<file path="config.mk">
export PLATFORM = sky130hd
export DESIGN_NAME = ddr3_row_responder_flat
export DESIGN_NICKNAME = d
export VERILOG_FILES = /design/src/rtl/ddr3_row_responder_if.sv /design/src/rtl/ddr3_row_responder.sv /design/src/flat_wrapper.sv
export SDC_FILE = /design/constraint.sdc
export NUM_CORES = 1
export LEC_CHECK = 0
export BUFFER_PORTS_ARGS = -buffer_cell sky130_fd_sc_hd__clkbuf_2
export CAP_MARGIN = 40
export CORE_AREA = 2 2 262 264
export CTS_CLUSTER_SIZE = 24
export DETAILED_ROUTE_END_ITERATION = 8
export DIE_AREA = 0 0 264 266
export PLACE_DENSITY = 0.38
export SYNTH_ARGS = -nofsm -noshare
export SYNTH_HDL_FRONTEND = slang
export SYNTH_SLANG_ARGS = --single-unit
</file>
<file path="constraint.sdc">
create_clock -name clk -period 1.9 [get_ports clk]
set_clock_uncertainty 0.15 [all_clocks]
set_input_delay 0.095 -clock clk [delete_from_list [all_inputs] [get_ports clk]]
set_output_delay 0.095 -clock clk [all_outputs]
set_load 0.02 [all_outputs]
</file>
<file path="src/rtl/ddr3_row_responder_if.sv">
// Request/response channel between the PIM request port and the DDR3 row responder.
// The master issues line reads and consumes responses; the slave is the responder.
interface ddr3_row_responder_if;
  logic         req_valid;
  logic         req_ready;
  logic [31:0]  req_addr;
  logic         resp_valid;
  logic         resp_ready;
  logic [511:0] resp_data;

  modport master (
    output req_valid, req_addr, resp_ready,
    input  req_ready, resp_valid, resp_data
  );

  modport slave (
    input  req_valid, req_addr, resp_ready,
    output req_ready, resp_valid, resp_data
  );
endinterface

</file>
<file path="src/rtl/ddr3_row_responder.sv">
// Single-outstanding DDR3 line-read responder with PRE/ACT/RD sequencing and command counters.
// Define PIM_ROW_SKIP_EN for the open-page policy; the default build uses closed-page.
module ddr3_row_responder #(
  parameter int COL_BITS  = 7,
  parameter int BANK_BITS = 3,
  parameter int ROW_BITS  = 14,
  parameter int T_RP      = 6,
  parameter int T_RCD     = 6,
  parameter int T_CL      = 6
) (
  input  logic                  clk,
  input  logic                  rst,
  ddr3_row_responder_if.slave   bus,
  output logic [31:0]           act_count,
  output logic [31:0]           rd_count,
  output logic [31:0]           pre_count,
  output logic [31:0]           skip_count
);

`ifdef PIM_ROW_SKIP_EN
  localparam bit ROW_SKIP = 1'b1;
`else
  localparam bit ROW_SKIP = 1'b0;
`endif

  localparam int NUM_BANKS = 1 << BANK_BITS;
  localparam int BANK_LSB  = 6 + COL_BITS;
  localparam int ROW_LSB   = BANK_LSB + BANK_BITS;

  typedef enum logic [2:0] {
    S_IDLE, S_CHECK, S_PRE, S_ACT, S_RD, S_WAIT, S_RESP, S_CLOSE
  } state_t;

  state_t               state, next_state, wait_ret, next_ret;
  logic [7:0]           wait_cnt, next_wait_cnt;
  logic [BANK_BITS-1:0] bank_q;
  logic [ROW_BITS-1:0]  row_q;
  logic [511:0]         resp_data_q;
  logic [NUM_BANKS-1:0] bank_open;
  logic [ROW_BITS-1:0]  bank_row [NUM_BANKS];
  logic [31:0]          line_base;
  logic                 accept, do_pre, do_act, do_rd, do_skip;

  assign line_base      = bus.req_addr & 32'hFFFF_FFC0;
  assign bus.req_ready  = (state == S_IDLE) && !rst;
  assign bus.resp_valid = (state == S_RESP);
  assign bus.resp_data  = resp_data_q;

  // NOTE: sequential state uses non-blocking assignments so every register samples pre-edge values.
  always_ff @(posedge clk) begin
    if (rst) begin
      state    <= S_IDLE;
      wait_cnt <= '0;
      wait_ret <= S_IDLE;
    end else begin
      state    <= next_state;
      wait_cnt <= next_wait_cnt;
      wait_ret <= next_ret;
    end
  end

  // NOTE: every output of this block gets a default first so no latch is inferred.
  always_comb begin
    next_state    = state;
    next_wait_cnt = wait_cnt;
    next_ret      = wait_ret;
    accept        = 1'b0;
    do_pre        = 1'b0;
    do_act        = 1'b0;
    do_rd         = 1'b0;
    do_skip       = 1'b0;
    case (state)
      S_IDLE: begin
        if (bus.req_valid) begin
          accept     = 1'b1;
          next_state = S_CHECK;
        end
      end
      S_CHECK: begin
        if (ROW_SKIP && bank_open[bank_q] && bank_row[bank_q] == row_q) begin
          do_skip    = 1'b1;
          next_state = S_RD;
        end else if (ROW_SKIP && bank_open[bank_q]) begin
          next_state = S_PRE;
        end else begin
          next_state = S_ACT;
        end
      end
      S_PRE: begin
        do_pre     = 1'b1;
        next_state = S_ACT;
        if (T_RP > 1) begin
          next_state    = S_WAIT;
          next_wait_cnt = 8'(T_RP - 1);
          next_ret      = S_ACT;
        end
      end
      S_ACT: begin
        do_act     = 1'b1;
        next_state = S_RD;
        if (T_RCD > 1) begin
          next_state    = S_WAIT;
          next_wait_cnt = 8'(T_RCD - 1);
          next_ret      = S_RD;
        end
      end
      S_RD: begin
        do_rd      = 1'b1;
        next_state = S_RESP;
        if (T_CL > 1) begin
          next_state    = S_WAIT;
          next_wait_cnt = 8'(T_CL - 1);
          next_ret      = S_RESP;
        end
      end
      S_WAIT: begin
        if (wait_cnt == 8'd1) next_state = wait_ret;
        else                  next_wait_cnt = wait_cnt - 8'd1;
      end
      S_RESP: begin
        if (bus.resp_ready) next_state = ROW_SKIP ? S_IDLE : S_CLOSE;
      end
      S_CLOSE: begin
        do_pre     = 1'b1;
        next_state = S_IDLE;
        if (T_RP > 1) begin
          next_state    = S_WAIT;
          next_wait_cnt = 8'(T_RP - 1);
          next_ret      = S_IDLE;
        end
      end
      default: next_state = S_IDLE;
    endcase
  end

  always_ff @(posedge clk) begin
    if (rst) begin
      bank_q      <= '0;
      row_q       <= '0;
      resp_data_q <= '0;
      bank_open   <= '0;
      act_count   <= '0;
      rd_count    <= '0;
      pre_count   <= '0;
      skip_count  <= '0;
    end else begin
      if (accept) begin
        bank_q <= bus.req_addr[BANK_LSB +: BANK_BITS];
        row_q  <= bus.req_addr[ROW_LSB +: ROW_BITS];
        for (int i = 0; i < 16; i++) resp_data_q[32*i +: 32] <= line_base + 32'(4 * i);
      end
      if (do_pre) begin
        pre_count         <= pre_count + 32'd1;
        bank_open[bank_q] <= 1'b0;
      end
      if (do_act) begin
        act_count         <= act_count + 32'd1;
        bank_open[bank_q] <= 1'b1;
      end
      if (do_rd)   rd_count   <= rd_count + 32'd1;
      if (do_skip) skip_count <= skip_count + 32'd1;
    end
  end

  // NOTE: row storage has no reset; it is only read while the bank's reset-cleared open bit is set.
  always_ff @(posedge clk) begin
    if (do_act) bank_row[bank_q] <= row_q;
  end

endmodule
</file>
<file path="src/flat_wrapper.sv">
// flat-port wrapper written by rule: the top's interface ports become plain ports
module ddr3_row_responder_flat 
#(
  parameter int COL_BITS  = 7,
  parameter int BANK_BITS = 3,
  parameter int ROW_BITS  = 14,
  parameter int T_RP      = 6,
  parameter int T_RCD     = 6,
  parameter int T_CL      = 6
)
  (clk, rst, act_count, rd_count, pre_count, skip_count, bus_req_valid, bus_req_addr, bus_resp_ready, bus_req_ready, bus_resp_valid, bus_resp_data);
  ddr3_row_responder_if bus_i ();
  input  logic clk;
  input  logic rst;
  output logic [31:0] act_count;
  output logic [31:0] rd_count;
  output logic [31:0] pre_count;
  output logic [31:0] skip_count;
  input wire logic [$bits(bus_i.req_valid)-1:0] bus_req_valid;
  input wire logic [$bits(bus_i.req_addr)-1:0] bus_req_addr;
  input wire logic [$bits(bus_i.resp_ready)-1:0] bus_resp_ready;
  output wire logic [$bits(bus_i.req_ready)-1:0] bus_req_ready;
  output wire logic [$bits(bus_i.resp_valid)-1:0] bus_resp_valid;
  output wire logic [$bits(bus_i.resp_data)-1:0] bus_resp_data;
  assign bus_i.req_valid = bus_req_valid;
  assign bus_i.req_addr = bus_req_addr;
  assign bus_i.resp_ready = bus_resp_ready;
  assign bus_req_ready = bus_i.req_ready;
  assign bus_resp_valid = bus_i.resp_valid;
  assign bus_resp_data = bus_i.resp_data;
  ddr3_row_responder #(.COL_BITS(COL_BITS), .BANK_BITS(BANK_BITS), .ROW_BITS(ROW_BITS), .T_RP(T_RP), .T_RCD(T_RCD), .T_CL(T_CL)) u_core (.clk(clk), .rst(rst), .bus(bus_i), .act_count(act_count), .rd_count(rd_count), .pre_count(pre_count), .skip_count(skip_count));
endmodule
</file>
==> flow_summary.rst, run 1 <==
.. list-table::
   :header-rows: 1

   * - Metric
     - Value
   * - Run status
     - finished with violations
   * - Violated checks
     - setup timing
   * - Placement Setup Slack
     - -0.220 ns
   * - Total Wirelength
     - between 30,000 and 40,000 um
   * - Share of total power consumed by net switching
     - between 30 and 40%
   * - IO Count
     - between 600 and 700
   * - R2R Path Start
     - u_core.state[1]$_SDFFE_PP0P_
   * - Register area share after synthesis
     - around a quarter
   * - Clk pwr share
     - between 30 and 40%
   * - Worst path slowest cell
     - sky130_fd_sc_hd__or4b_4
   * - Pwr dens
     - ~640 nW/um^2
   * - Cells after Synth
     - around 1,300
   * - Critical path buffers and inverters
     - 1
   * - Number of global-route vias before repair
     - between 8,000 and 9,000
   * - Initial Util
     - approximately 15%
   * - Number of remaining DRC errors
     - 0
   * - Antenna cell count
     - 0
   * - Peak supply drop
     - between 0.6 and 0.7 mV
   * - R2R Setup Slk
     - -0.19 ns
   * - Count of routing violations after the opening detailed-route iteration
     - 391
   * - Internal power
     - 5.54 mW
   * - Clock transition at the registers of the reported paths
     - about 0.070 ns
   * - Global-route congestion overflow total
     - 0
   * - Final Cell Area
     - 14,500 um^2
   * - Setup tns final
     - -4.42 ns
   * - Final period demand of the worst path
     - approximately 2.1 ns
   * - Total of max-cap violations
     - 0
   * - Share of the clock period used by the worst path after layout
     - 110%
   * - Worst reg2reg path depth
     - 5
   * - TritonCTS Sinks
     - 137
   * - Clock tree root buffer cell
     - sky130_fd_sc_hd__clkbuf_16
   * - Worst Setup Slack, final
     - -0.192 ns
   * - Drt pass-1 iters
     - 4
   * - HPWL reported at the end of detailed placement
     - about 28,000 um
   * - Share of Yosys cell area claimed by the top area cell type
     - between 30% and 40%
   * - Leakage power summed over all cells
     - roughly 6.7 nW
   * - Number of instances on the worst hold path
     - 4
   * - Flop and latch count out of synthesis
     - 137
   * - Clock insertion delay at the later pin of the skew report
     - about 0.48 ns
   * - Wire length of the first global-routing pass
     - between 50,000 and 60,000 um
   * - Endpoint of the worst hold-timing path
     - u_core.bus.resp_data[499]$_SDFFE_PP0P_
   * - Mapped Area
     - between 10,000 and 15,000 um^2
   * - Layout Utilization
     - between 20% and 30%
   * - Combinational Power Share
     - 28.6%
   * - Category of the worst setup path launch point
     - flop
   * - Highest cell delay on the worst timing path
     - roughly 0.57 ns
   * - # rows
     - between 90 and 100
   * - Average cell area after synthesis
     - approximately 8 um^2
   * - Die area
     - between 70,000 and 80,000 um^2
   * - Die height
     - roughly 270 um
   * - Cell taking the most area after synthesis
     - sky130_fd_sc_hd__buf_4
   * - Pin count of the biggest net entering global routing
     - 62
   * - Largest cells by area after synthesis
     - sky130_fd_sc_hd__buf_4 (38%), sky130_fd_sc_hd__dfxtp_1 (26%), sky130_fd_sc_hd__a21oi_1 (4.6%), sky130_fd_sc_hd__or4_1 (3.7%), sky130_fd_sc_hd__nand2_1 (3.5%)
   * - Placeable core region
     - 67,700 um^2
   * - Total Power
     - just over 9 mW
   * - Maximum fanout encountered on the critical timing path
     - 5
   * - Top cell types by occurrence after synthesis
     - sky130_fd_sc_hd__buf_4 (518), sky130_fd_sc_hd__dfxtp_1 (137), sky130_fd_sc_hd__a21oi_1 (96), sky130_fd_sc_hd__nand2_1 (96), sky130_fd_sc_hd__or4_1 (51)
   * - Detailed-route via count
     - roughly 9,600
   * - Worst Min Path Start
     - bus_req_addr[19]
   * - Critical path start-end classification
     - flop to flop
   * - Overall Global Routing Usage
     - around 10%
   * - Data arrival time of the critical path
     - about 2.4 ns
   * - Count of endpoints failing hold in the final timing report
     - 0
   * - Cell with the most instances after synthesis
     - sky130_fd_sc_hd__buf_4
   * - Path class of the lowest-slack min-delay path
     - primary input to flop
   * - Maximum count of clock buffers along a single path
     - 2
   * - Depth of the CTS H-tree
     - 4
   * - Final number of setup-violating endpoints
     - 48
   * - Number of port buffers
     - around 580
   * - Main synth FF type
     - sky130_fd_sc_hd__dfxtp_1
   * - Number of pins exceeding their max-slew limit in the final report
     - 0
   * - Post-DRT Antenna Nets
     - 0
   * - Highest achievable clock rate
     - 478 MHz
   * - Unrepaired setup endpoints after global routing
     - true
   * - Proportion of layout cells with a drive suffix above 1
     - 61.5%
   * - Number of buffers created by CTS
     - 17
   * - Via density
     - between 3 and 4
   * - CTS tree
     - done
   * - Relative max-transition margin
     - about 47%
   * - Synth-to-Final Area Change
     - 39.8%
   * - Largest delay share family, worst path
     - simple AND/OR/NAND/NOR gates
   * - Antenna violations before repair
     - 1
   * - Slew at the pin closest to its max-slew limit
     - 0.789 ns
   * - Cell breakdown of the critical path
     - buf_6 -> nand4_1 -> or4b_4 -> or4_4 -> a21oi_2
   * - Proportion of synthesized flip-flops having asynchronous set or reset
     - 0%
   * - RD Place Congestion
     - about 0.75
   * - Routed length per placed instance
     - 15.0 um
   * - Cell area after placement
     - between 10,000 and 15,000 um^2
   * - YS warnings
     - 0
   * - Capture point of the worst reg-to-reg path
     - u_core.act_count[27]$_SDFFE_PP0N_
   * - Part of the power in registers
     - between 30 and 40%
   * - Post-synth EDFFs
     - 0
   * - Final net count
     - around 1,700
   * - Worst setup EP type
     - flop
   * - Horiz. Die Dim
     - around 260 um
   * - Number of library cell types mapped by synthesis
     - between 50 and 60
   * - Switching pwr
     - between 3 and 4 mW
   * - Data required time at the worst endpoint
     - 2.16 ns
-- worst min-delay path: cells and delay by family --
kind / cells / cell delay, ns
AO/OA/AOI/OAI: 1 / 0.05
AND/OR/NAND/NOR: 1 / 0.04
buffers and inverters: 2 / 0.63
-- flip-flops by register name (all words and copies together) (netlist names) --
register and cells:
u_core.pre_count 32, u_core.act_count 32, u_core.wait_cnt 8, u_core.rd_count 32, u_core.wait_ret 3, u_core.state 3
u_core.bus.resp_data 27
-- metrics by stage --
step,cells,hold WS (ns)
3_5_place_dp,2454,0.176
3_3_place_gp,2454,0.169
4_1_cts,2543,0.190
6_report,2569,0.238
2_1_floorplan,1395,0.0810
5_1_grt,2569,0.224
-- per-layer routing --
metal	share of wire, %	GRT usage [%]	routed length [um]
met3	7.5	3.73	2910
met2	48	16.4	18600
met5	0.034	0	13
met4	1.7	3.64	644
met1	43	12.1	16400
-- area by class of cell --
| cell class | count | area (um^2) |
|---|---|---|
| fillers | 7580 | 53300 |
| repair buffers | 821 | 5160 |
| multi-input cells | 681 | 4660 |
| flip-flops and latches | 137 | 2900 |
| well taps | 882 | 1100 |
| clock buffers | 18 | 439 |
| clock inverters | 14 | 150 |
| inverters | 16 | 66.3 |
-- power by group through the flow --
| stage | registers, mW | logic, mW | clock network, mW |
|---|---|---|---|
| final | 3.10 | 2.63 | 3.49 |
| after global routing | 3.12 | 2.82 | 3.81 |
| after CTS | 3.10 | 2.58 | 3.71 |
| after detailed placement | 3.16 | 2.49 | 0 |
| after global placement | 3.15 | 2.50 | 0 |
| after floorplan | 3.21 | 2.36 | 0 |
-- worst max path at each step --
stage	start	end	slack, ns	cells past startpoint
floorplan	u_core.rd_count[8]$_SDFFE_PP0P_	u_core.rd_count[27]$_SDFFE_PP0P_	-0.15	5
global placement	u_core.state[1]$_SDFFE_PP0P_	u_core.act_count[31]$_SDFFE_PP0N_	-0.20	5
detailed placement	u_core.state[2]$_SDFFE_PP0P_	u_core.rd_count[28]$_SDFFE_PP0P_	-0.22	6
CTS	u_core.pre_count[15]$_SDFFE_PP0P_	u_core.pre_count[26]$_SDFFE_PP0P_	-0.20	5
global route	u_core.state[1]$_SDFFE_PP0P_	u_core.act_count[27]$_SDFFE_PP0N_	-0.25	5
finish	u_core.state[1]$_SDFFE_PP0P_	u_core.act_count[27]$_SDFFE_PP0N_	-0.19	5
-- cell families after synthesis --
| kind of cell | Yosys count | synth area share, % |
|---|---|---|
| AO/OA/AOI/OAI | 184 | 10.6 |
| XOR/XNOR | 30 | 2.54 |
| adder cells (fa/ha/maj) | 5 | 0.604 |
| buffers and inverters | 582 | 40.0 |
| flip-flops | 137 | 26.5 |
| multiplexers | 9 | 0.967 |
| other | 1 | 0.0362 |
| AND/OR/NAND/NOR | 352 | 18.8 |
-- layout by cell type (no fill, tap or decap), drive strengths merged, types with 14 or more instances in the layout --
cell         count
nor2            44
clkbuf         591
and4            14
inv             23
nand3           37
buf            219
or4             56
conb            96
o21ai           22
nand2           96
dlygate4sd3     29
dfxtp          137
or3             18
xnor2           15
nand4           30
xor2            15
a21oi           96
o31ai           47
-- timing repair --
item	CTS	global route
setup endpoints to repair	92	71
setup buffers	20	28
cloned	8	4
hold buffers	29	0
endpoints found under the hold margin	37	0
gates resized for setup	87	136
pin swaps	44	66
No activity file was read; power rests on OpenSTA's default activity.
==> run 2: changes to the inputs <==
--- a/config.mk
+++ b/config.mk
@@ -7,11 +7,12 @@
 export LEC_CHECK = 0
 export BUFFER_PORTS_ARGS = -buffer_cell sky130_fd_sc_hd__clkbuf_2
 export CAP_MARGIN = 40
-export CORE_AREA = 2 2 262 264
+export CORE_AREA = 5 5 257 259
 export CTS_CLUSTER_SIZE = 24
 export DETAILED_ROUTE_END_ITERATION = 8
-export DIE_AREA = 0 0 264 266
-export PLACE_DENSITY = 0.38
+export DIE_AREA = 0 0 262 264
+export PLACE_DENSITY = 0.39
 export SYNTH_ARGS = -nofsm -noshare
 export SYNTH_HDL_FRONTEND = slang
 export SYNTH_SLANG_ARGS = --single-unit
+export TNS_END_PERCENT = 20
==> run 2 against run 1 <==
- the flow still finishes with violations (setup timing)
- via count is 2.0% lower
- worst hold slack worse by 0.020 ns
- worst setup slack worse by 0.061 ns
- sequential share of layout area is 0.98 points higher
- design area is 6.6% lower
- first-iteration DRC count is 4.9% higher
- combinational power is 2% lower
- clock power is 5% higher
- critical path type unchanged
==> flow_summary.rst, run 2 (synthesis results as in run 1) <==
.. list-table::
   :header-rows: 1

   * - Metric
     - Value
   * - Horiz. Die Dim
     - 262 um
   * - Post-DRT Antenna Nets
     - 0
   * - Violated checks
     - setup timing
   * - Pwr dens
     - 691 nW/um^2
   * - Total Power
     - a little over 9 mW
   * - Multi-input logic area
     - ~4100 um^2
   * - Area occupied by registers
     - 2840 um^2
   * - Most frequent standard cell in the layout excluding fill and tap cells
     - sky130_fd_sc_hd__clkbuf_2
   * - Worst Setup Slack, final
     - -0.254 ns
   * - Via density
     - around 3.7
   * - Clk pwr share
     - between 30% and 40%
   * - Category of the worst setup path launch point
     - flop
   * - Part of the power in registers
     - about a third
   * - Count of endpoints failing hold in the final timing report
     - 0
   * - Number of port buffers
     - 575
   * - Routed length per placed instance
     - ~16 um
   * - Leakage power summed over all cells
     - 6.42 nW
   * - Maximum count of clock buffers along a single path
     - 2
   * - Data arrival time of the critical path
     - ~2.4 ns
   * - Filler Cells Inserted
     - roughly 7,200
   * - Wire length of the first global-routing pass
     - between 50,000 and 60,000 um
   * - TritonCTS Sinks
     - around 140
   * - Switching pwr
     - approximately 3.7 mW
   * - Run status
     - finished with violations
   * - Depth of the CTS H-tree
     - 4
   * - Share of the clock period used by the worst path after layout
     - 113%
   * - Count of routing violations after the opening detailed-route iteration
     - 410
   * - Total Wirelength
     - ~39,000 um
   * - Placeable core region
     - approximately 64,000 um^2
   * - Cell area after placement
     - approximately 12,000 um^2
   * - Share of total power consumed by net switching
     - 39.8%
   * - Number of buffers created by CTS
     - 17
   * - Final worst hold slack
     - 0.218 ns
   * - Final net count
     - ~1,700
   * - Drt pass-1 iters
     - 4
   * - # rows
     - 93
   * - Antenna cell count
     - 0
   * - Largest registers
     - u_core.act_count x32, u_core.pre_count x32, u_core.rd_count x32
   * - Die height
     - approximately 260 um
   * - RD Place Congestion
     - about 0.77
   * - Combinational Power Share
     - roughly 28%
   * - Number of remaining DRC errors
     - 0
   * - Relative max-transition margin
     - 47.9%
   * - Commonest cells after routing, fill and taps aside
     - sky130_fd_sc_hd__clkbuf_2 (572), sky130_fd_sc_hd__buf_4 (184), sky130_fd_sc_hd__conb_1 (96), sky130_fd_sc_hd__nand2_1 (94)
   * - Layout Utilization
     - 21.2%
   * - Peak supply drop
     - approximately 0.70 mV
   * - Worst setup EP type
     - flop
   * - Synth-to-Final Area Change
     - 30.6%
   * - Overall Global Routing Usage
     - 10.5%
   * - Clock transition at the registers of the reported paths
     - 0.08 ns
   * - Final period demand of the worst path
     - 2.15 ns
   * - Die area
     - 69,200 um^2
   * - Slew at the pin closest to its max-slew limit
     - 0.782 ns
   * - IO Count
     - ~680
   * - Proportion of layout cells with a drive suffix above 1
     - between 50% and 60%
   * - Maximum fanout encountered on the critical timing path
     - 5
   * - Highest achievable clock rate
     - 464 MHz
   * - Internal power
     - approximately 5.6 mW
   * - Pin count of the biggest net entering global routing
     - 65
   * - CTS tree
     - done
   * - Clock insertion delay at the later pin of the skew report
     - approximately 0.49 ns
   * - Clock tree root buffer cell
     - sky130_fd_sc_hd__clkbuf_16
   * - Global-route congestion overflow total
     - 0
   * - Antenna violations before repair
     - 2
   * - Path class of the lowest-slack min-delay path
     - primary input to flop
   * - Critical path start-end classification
     - flop to flop
   * - Number of global-route vias before repair
     - around 8,600
   * - Detailed-route via count
     - approximately 9,400
   * - Final number of setup-violating endpoints
     - 43
   * - Final Cell Area
     - ~14,000 um^2
   * - Data required time at the worst endpoint
     - between 2 and 2.5 ns
   * - HPWL reported at the end of detailed placement
     - 30,900 um
   * - Unrepaired setup endpoints after global routing
     - true
   * - Number of pins exceeding their max-slew limit in the final report
     - 0
   * - Total of max-cap violations
     - 0
   * - Initial Util
     - between 10% and 20%
## run 2: repair_timing
item | 4_1_cts | 5_1_grt
setup buffers | 3 | 2
gates cloned | 2 | 1
resized for setup | 43 | 45
setup endpoints to repair | 75 | 71
hold buffers | 29 | 0
pin swaps | 18 | 17
hold endpoints to repair | 37 | 0
## run 2: area by class of cell
| class | instances | area share, % |
|---|---|---|
| repair buffers | 803 | 35.4 |
| multi-input cells | 677 | 30.7 |
| flip-flops and latches | 137 | 21.0 |
| well taps | 855 | 7.91 |
| clock buffers | 19 | 3.52 |
| clock inverters | 13 | 1.05 |
| inverters | 16 | 0.444 |
## run 2: path summary, 6_finish.rpt
kind                                           from                                      to  slack (ns)  cells after the start
max                u_core.rd_count[10]$_SDFFE_PP0P_        u_core.rd_count[19]$_SDFFE_PP0P_       -0.25                      5
min                                bus_req_addr[10]  u_core.bus.resp_data[490]$_SDFFE_PP0P_        0.22                      4
max reg2reg        u_core.rd_count[10]$_SDFFE_PP0P_        u_core.rd_count[19]$_SDFFE_PP0P_       -0.25                      5
min reg2reg  u_core.bus.resp_data[493]$_SDFFE_PP0P_  u_core.bus.resp_data[493]$_SDFFE_PP0P_        0.31                      2
## run 2: layer usage
| layer | wire (um) | vias up | share of wire, % | track usage (%) |
|---|---|---|---|---|
| li1 | - | 4565 | - | - |
| met4 | 628 | 2 | 1.6 | 2.85 |
| met5 | 13 | - | 0.033 | 0 |
| met2 | 19200 | 344 | 49 | 18.0 |
| met3 | 4100 | 35 | 10 | 4.54 |
| met1 | 15500 | 4438 | 39 | 11.8 |
## run 2: through the flow
step / cells / setup TNS [ns] / setup slack [ns]
6_report: 2520 / -4.57 / -0.254
5_1_grt: 2520 / -8.64 / -0.295
4_1_cts: 2517 / -4.10 / -0.200
3_5_place_dp: 2451 / -9.83 / -0.360
3_3_place_gp: 2451 / -7.68 / -0.314
2_1_floorplan: 1395 / -3.45 / -0.146
## run 2: critical path: stages (launching register included)
cell	delay [ns]
sky130_fd_sc_hd__dfxtp_4	0.34
sky130_fd_sc_hd__nand4_1	0.20
sky130_fd_sc_hd__buf_4	0.21
sky130_fd_sc_hd__or4_4	0.56
sky130_fd_sc_hd__or4_1	0.48
sky130_fd_sc_hd__a21oi_1	0.15
## run 2: power by group through the flow
stage | logic (mW) | clock network (mW) | registers, mW
after detailed placement | 2.55 | 0 | 3.17
after global placement | 2.56 | 0 | 3.16
after CTS | 2.62 | 3.86 | 3.11
final | 2.59 | 3.65 | 3.11
after floorplan | 2.36 | 0 | 3.22
after global routing | 2.78 | 3.92 | 3.14
==> run 3: changes to the inputs <==
--- a/config.mk
+++ b/config.mk
@@ -5,12 +5,13 @@
 export SDC_FILE = /design/constraint.sdc
 export NUM_CORES = 1
 export LEC_CHECK = 0
+export ABC_AREA = 1
 export BUFFER_PORTS_ARGS = -buffer_cell sky130_fd_sc_hd__clkbuf_2
 export CAP_MARGIN = 40
-export CORE_AREA = 5 5 257 259
+export CORE_AREA = 5 5 261 263
 export CTS_CLUSTER_SIZE = 24
 export DETAILED_ROUTE_END_ITERATION = 8
-export DIE_AREA = 0 0 262 264
+export DIE_AREA = 0 0 266 268
 export PLACE_DENSITY = 0.39
 export SYNTH_ARGS = -nofsm -noshare
 export SYNTH_HDL_FRONTEND = slang
==> run 3 against run 2 <==
- the run now ends clean
- flip-flop and latch count did not move
- non-clock buffer count fell by 142
- worst hold slack got worse by 0.12 ns
- combinational power rose to 3.1 times the previous value
- via count fell by 2.4%
- design area fell by 7.8%
- final cell count rose by 5.0%
- critical endpoint is now bus_resp_data[207]
- largest cell class is now multi-input combinational cells
- highest routed layer is now met4
==> flow_summary.rst, run 3 <==
.. list-table::
   :header-rows: 1

   * - Metric
     - Value
   * - Run status
     - complete, no violations
   * - Number of port buffers
     - ~580
   * - Final Cell Area
     - roughly 12,000 um^2
   * - Largest registers
     - u_core.act_count x32, u_core.pre_count x32, u_core.rd_count x32
   * - Die area
     - roughly 71,000 um^2
   * - Antenna violations before repair
     - 2
   * - Flop and latch count out of synthesis
     - between 100 and 150
   * - Mapped Area
     - approximately 11,000 um^2
   * - Highest achievable clock rate
     - roughly 560 MHz
   * - Unrepaired setup endpoints after global routing
     - true
   * - Final non-filler cell total
     - ~2,600
   * - Number of buffers created by CTS
     - 17
   * - RD Place Congestion
     - between 0.7 and 0.8
   * - Top cell types by occurrence after synthesis
     - sky130_fd_sc_hd__buf_4 (517), sky130_fd_sc_hd__nand2_1 (241), sky130_fd_sc_hd__nor2_1 (166), sky130_fd_sc_hd__dfxtp_1 (137), sky130_fd_sc_hd__inv_1 (132)
   * - Path class of the lowest-slack min-delay path
     - primary input to flop
   * - Share of Yosys cell area claimed by the top area cell type
     - between 30% and 40%
   * - Maximum fanout encountered on the critical timing path
     - 17
   * - Data required time at the worst endpoint
     - between 1.5 and 2 ns
   * - Largest delay share family, worst path
     - flip-flops
   * - Overall Global Routing Usage
     - 8.90%
   * - Commonest cells after routing, fill and taps aside
     - sky130_fd_sc_hd__clkbuf_2 (574), sky130_fd_sc_hd__nand2_1 (240), sky130_fd_sc_hd__nor2_1 (164), sky130_fd_sc_hd__dfxtp_1 (132), sky130_fd_sc_hd__inv_1 (130)
   * - TritonCTS Sinks
     - about 140
   * - Register area share after synthesis
     - roughly a quarter
   * - Pin count of the biggest net entering global routing
     - 54
   * - Cell with the most instances after synthesis
     - sky130_fd_sc_hd__buf_4
   * - Share of the clock period used by the worst path after layout
     - about 93%
   * - Die height
     - roughly 270 um
   * - Clock transition at the registers of the reported paths
     - ~0.07 ns
   * - Leakage power summed over all cells
     - 6.28 nW
   * - Post-synth EDFFs
     - 0
   * - Highest cell delay on the worst timing path
     - 0.75 ns
   * - Number of remaining DRC errors
     - 0
   * - # rows
     - between 90 and 100
   * - Via density
     - between 3 and 4
   * - Routed length per placed instance
     - between 10 and 15 um
   * - Cell depth of the worst setup path
     - 1
   * - Post-DRT Antenna Nets
     - 0
   * - Number of library cell types mapped by synthesis
     - 37
   * - Slew at the pin closest to its max-slew limit
     - approximately 0.67 ns
   * - Final number of setup-violating endpoints
     - 0
   * - Cell Count Post-Placement
     - roughly 2,600
   * - Largest cells by area after synthesis
     - sky130_fd_sc_hd__buf_4 (36%), sky130_fd_sc_hd__dfxtp_1 (26%), sky130_fd_sc_hd__nand2_1 (8.5%), sky130_fd_sc_hd__nor2_1 (5.8%), sky130_fd_sc_hd__inv_1 (4.6%)
   * - Wire length of the first global-routing pass
     - 49,000 um
   * - Cell area after placement
     - roughly 11,000 um^2
   * - Worst reg2reg path depth
     - 8
   * - Maximum count of clock buffers along a single path
     - 2
   * - YS warnings
     - 0
   * - Total of max-cap violations
     - 0
   * - Peak supply drop
     - 0.677 mV
   * - Setup tns final
     - 0 ns
   * - Cells after Synth
     - 1,532
   * - Number of pins exceeding their max-slew limit in the final report
     - 0
   * - Capture point of the worst reg-to-reg path
     - u_core.act_count[26]$_SDFFE_PP0N_
   * - Count of endpoints failing hold in the final timing report
     - 0
   * - Depth of the CTS H-tree
     - 4
   * - Crit. Startpoint
     - u_core.bus.resp_data[495]$_SDFFE_PP0P_
   * - IO Count
     - slightly below 700
   * - Clock tree root buffer cell
     - sky130_fd_sc_hd__clkbuf_16
   * - Worst path slowest cell
     - sky130_fd_sc_hd__dfxtp_1
   * - Initial Util
     - between 10% and 20%
   * - Cell breakdown of the critical path
     - clkbuf_2
   * - Detailed-route via count
     - slightly above 9,000
   * - Drt pass-1 iters
     - 6
   * - Count of routing violations after the opening detailed-route iteration
     - around 330
   * - Critical path start-end classification
     - flop to output pin
   * - Relative max-transition margin
     - 55.3%
   * - Number of global-route vias before repair
     - between 8,000 and 9,000
   * - Proportion of synthesized flip-flops having asynchronous set or reset
     - 0%
   * - Most frequent standard cell in the layout excluding fill and tap cells
     - sky130_fd_sc_hd__clkbuf_2
   * - Horiz. Die Dim
     - about 270 um
   * - Global-route congestion overflow total
     - 0
   * - Average cell area after synthesis
     - 6.97 um^2
   * - Proportion of layout cells with a drive suffix above 1
     - 40.3%
   * - Critical path buffers and inverters
     - 1
   * - Final period demand of the worst path
     - about 1.8 ns
   * - Total Power
     - ~16 mW
   * - Worst setup EP type
     - output pin
   * - Main synth FF type
     - sky130_fd_sc_hd__dfxtp_1
   * - Placeable core region
     - about 65,000 um^2
   * - HPWL reported at the end of detailed placement
     - ~28,000 um
   * - Total Wirelength
     - between 30,000 and 40,000 um
   * - CTS tree
     - done
   * - Final worst hold slack
     - 0.0959 ns
   * - Data arrival time of the critical path
     - ~1.5 ns
   * - Cell taking the most area after synthesis
     - sky130_fd_sc_hd__buf_4
   * - R2R Path Start
     - u_core.state[1]$_SDFFE_PP0P_
   * - R2R Setup Slk
     - about 0.15 ns
   * - Clock insertion delay at the later pin of the skew report
     - between 0.4 and 0.5 ns
   * - Category of the worst setup path launch point
     - flop
   * - Pwr dens
     - between 1000 and 1500 nW/um^2
   * - Capturing instance or port of the critical path
     - bus_resp_data[207]
   * - Synth-to-Final Area Change
     - 16.7%
   * - Final net count
     - 1,808
[run 3: logic make-up (layout without fill, tap and decap cells)]
kind of cell	Yosys count	in the layout	share of synthesized area, %
other	1	97	0.0351
adders and majority gates	5	5	0.586
and+or+nand+nor	547	548	23.1
buffers and inverters	680	832	42.3
DFF	137	137	25.7
AOI/OAI and AO/OA	144	144	6.86
xor gates and xnor gates	18	18	1.48
[run 3: through the flow]
step / utilization, % / setup slack [ns]
2_1_floorplan: - / 0.0846
3_3_place_gp: 17.6 / 0.108
3_5_place_dp: 17.6 / 0.0965
4_1_cts: 19.0 / 0.0172
5_1_grt: 19.1 / -0.00840
6_report: 19.1 / 0.129
[run 3: repair_timing]
item / in CTS / in global routing
setup endpoints to repair: 1 / 52
endpoints found under the hold margin: 37 / 0
setup buffers: 2 / 0
cloned: 0 / 1
pin swaps: 1 / 2
hold buffers: 28 / 0
gates resized for setup: 5 / 13
[run 3: power by group]
group          switching [mW]  total, mW  internal (mW)
registers               0.710       3.87           3.16
logic                    5.67       8.00           2.33
clock network            1.69       3.71           2.01
[run 3: worst register-to-register path, stage by stage, from the launching register on]
cell	delay (ns)
sky130_fd_sc_hd__dfxtp_2	0.38
sky130_fd_sc_hd__buf_4	0.16
sky130_fd_sc_hd__nand3_4	0.17
sky130_fd_sc_hd__nor2_8	0.24
sky130_fd_sc_hd__nand3b_4	0.12
sky130_fd_sc_hd__nor2_4	0.18
sky130_fd_sc_hd__nand2_1	0.10
sky130_fd_sc_hd__o21ai_1	0.13
sky130_fd_sc_hd__nor2_1	0.05
[run 3: metal layers]
layer	vias to the layer above	GRT usage, %	routed length (um)
met2	326	15.5	17600
met3	23	2.77	2610
met4	0	2.77	404
met5	-	0	0
li1	4644	-	-
met1	4166	10.5	14300
[run 3: area by class of cell]
cell class / count / area, um^2
antenna: 1 / 2.50
clock buffer: 17 / 425
clock inverter: 15 / 200
fill: 7563 / 52900
inverter: 139 / 522
multi-input combinational: 811 / 3830
sequential: 137 / 2750
tap: 864 / 1080
timing repair buffer: 661 / 3650
[run 3: how the worst min path moves through the flow]
stage / startpoint / endpoint / slack (ns) / cells after the start
2_1_floorplan: bus_req_addr[31] / u_core.bus.resp_data[479]$_SDFFE_PP0P_ / 0.14 / 2
3_3_place_gp: bus_req_addr[9] / u_core.bus.resp_data[489]$_SDFFE_PP0P_ / 0.23 / 3
3_5_place_dp: bus_req_addr[17] / u_core.bus.resp_data[497]$_SDFFE_PP0P_ / 0.24 / 3
4_1_cts: bus_req_valid / u_core.state[0]$_SDFFE_PP0P_ / 0.03 / 5
5_1_grt: bus_req_valid / u_core.state[0]$_SDFFE_PP0P_ / 0.06 / 5
6_report: bus_req_valid / u_core.state[0]$_SDFFE_PP0P_ / 0.1 / 5
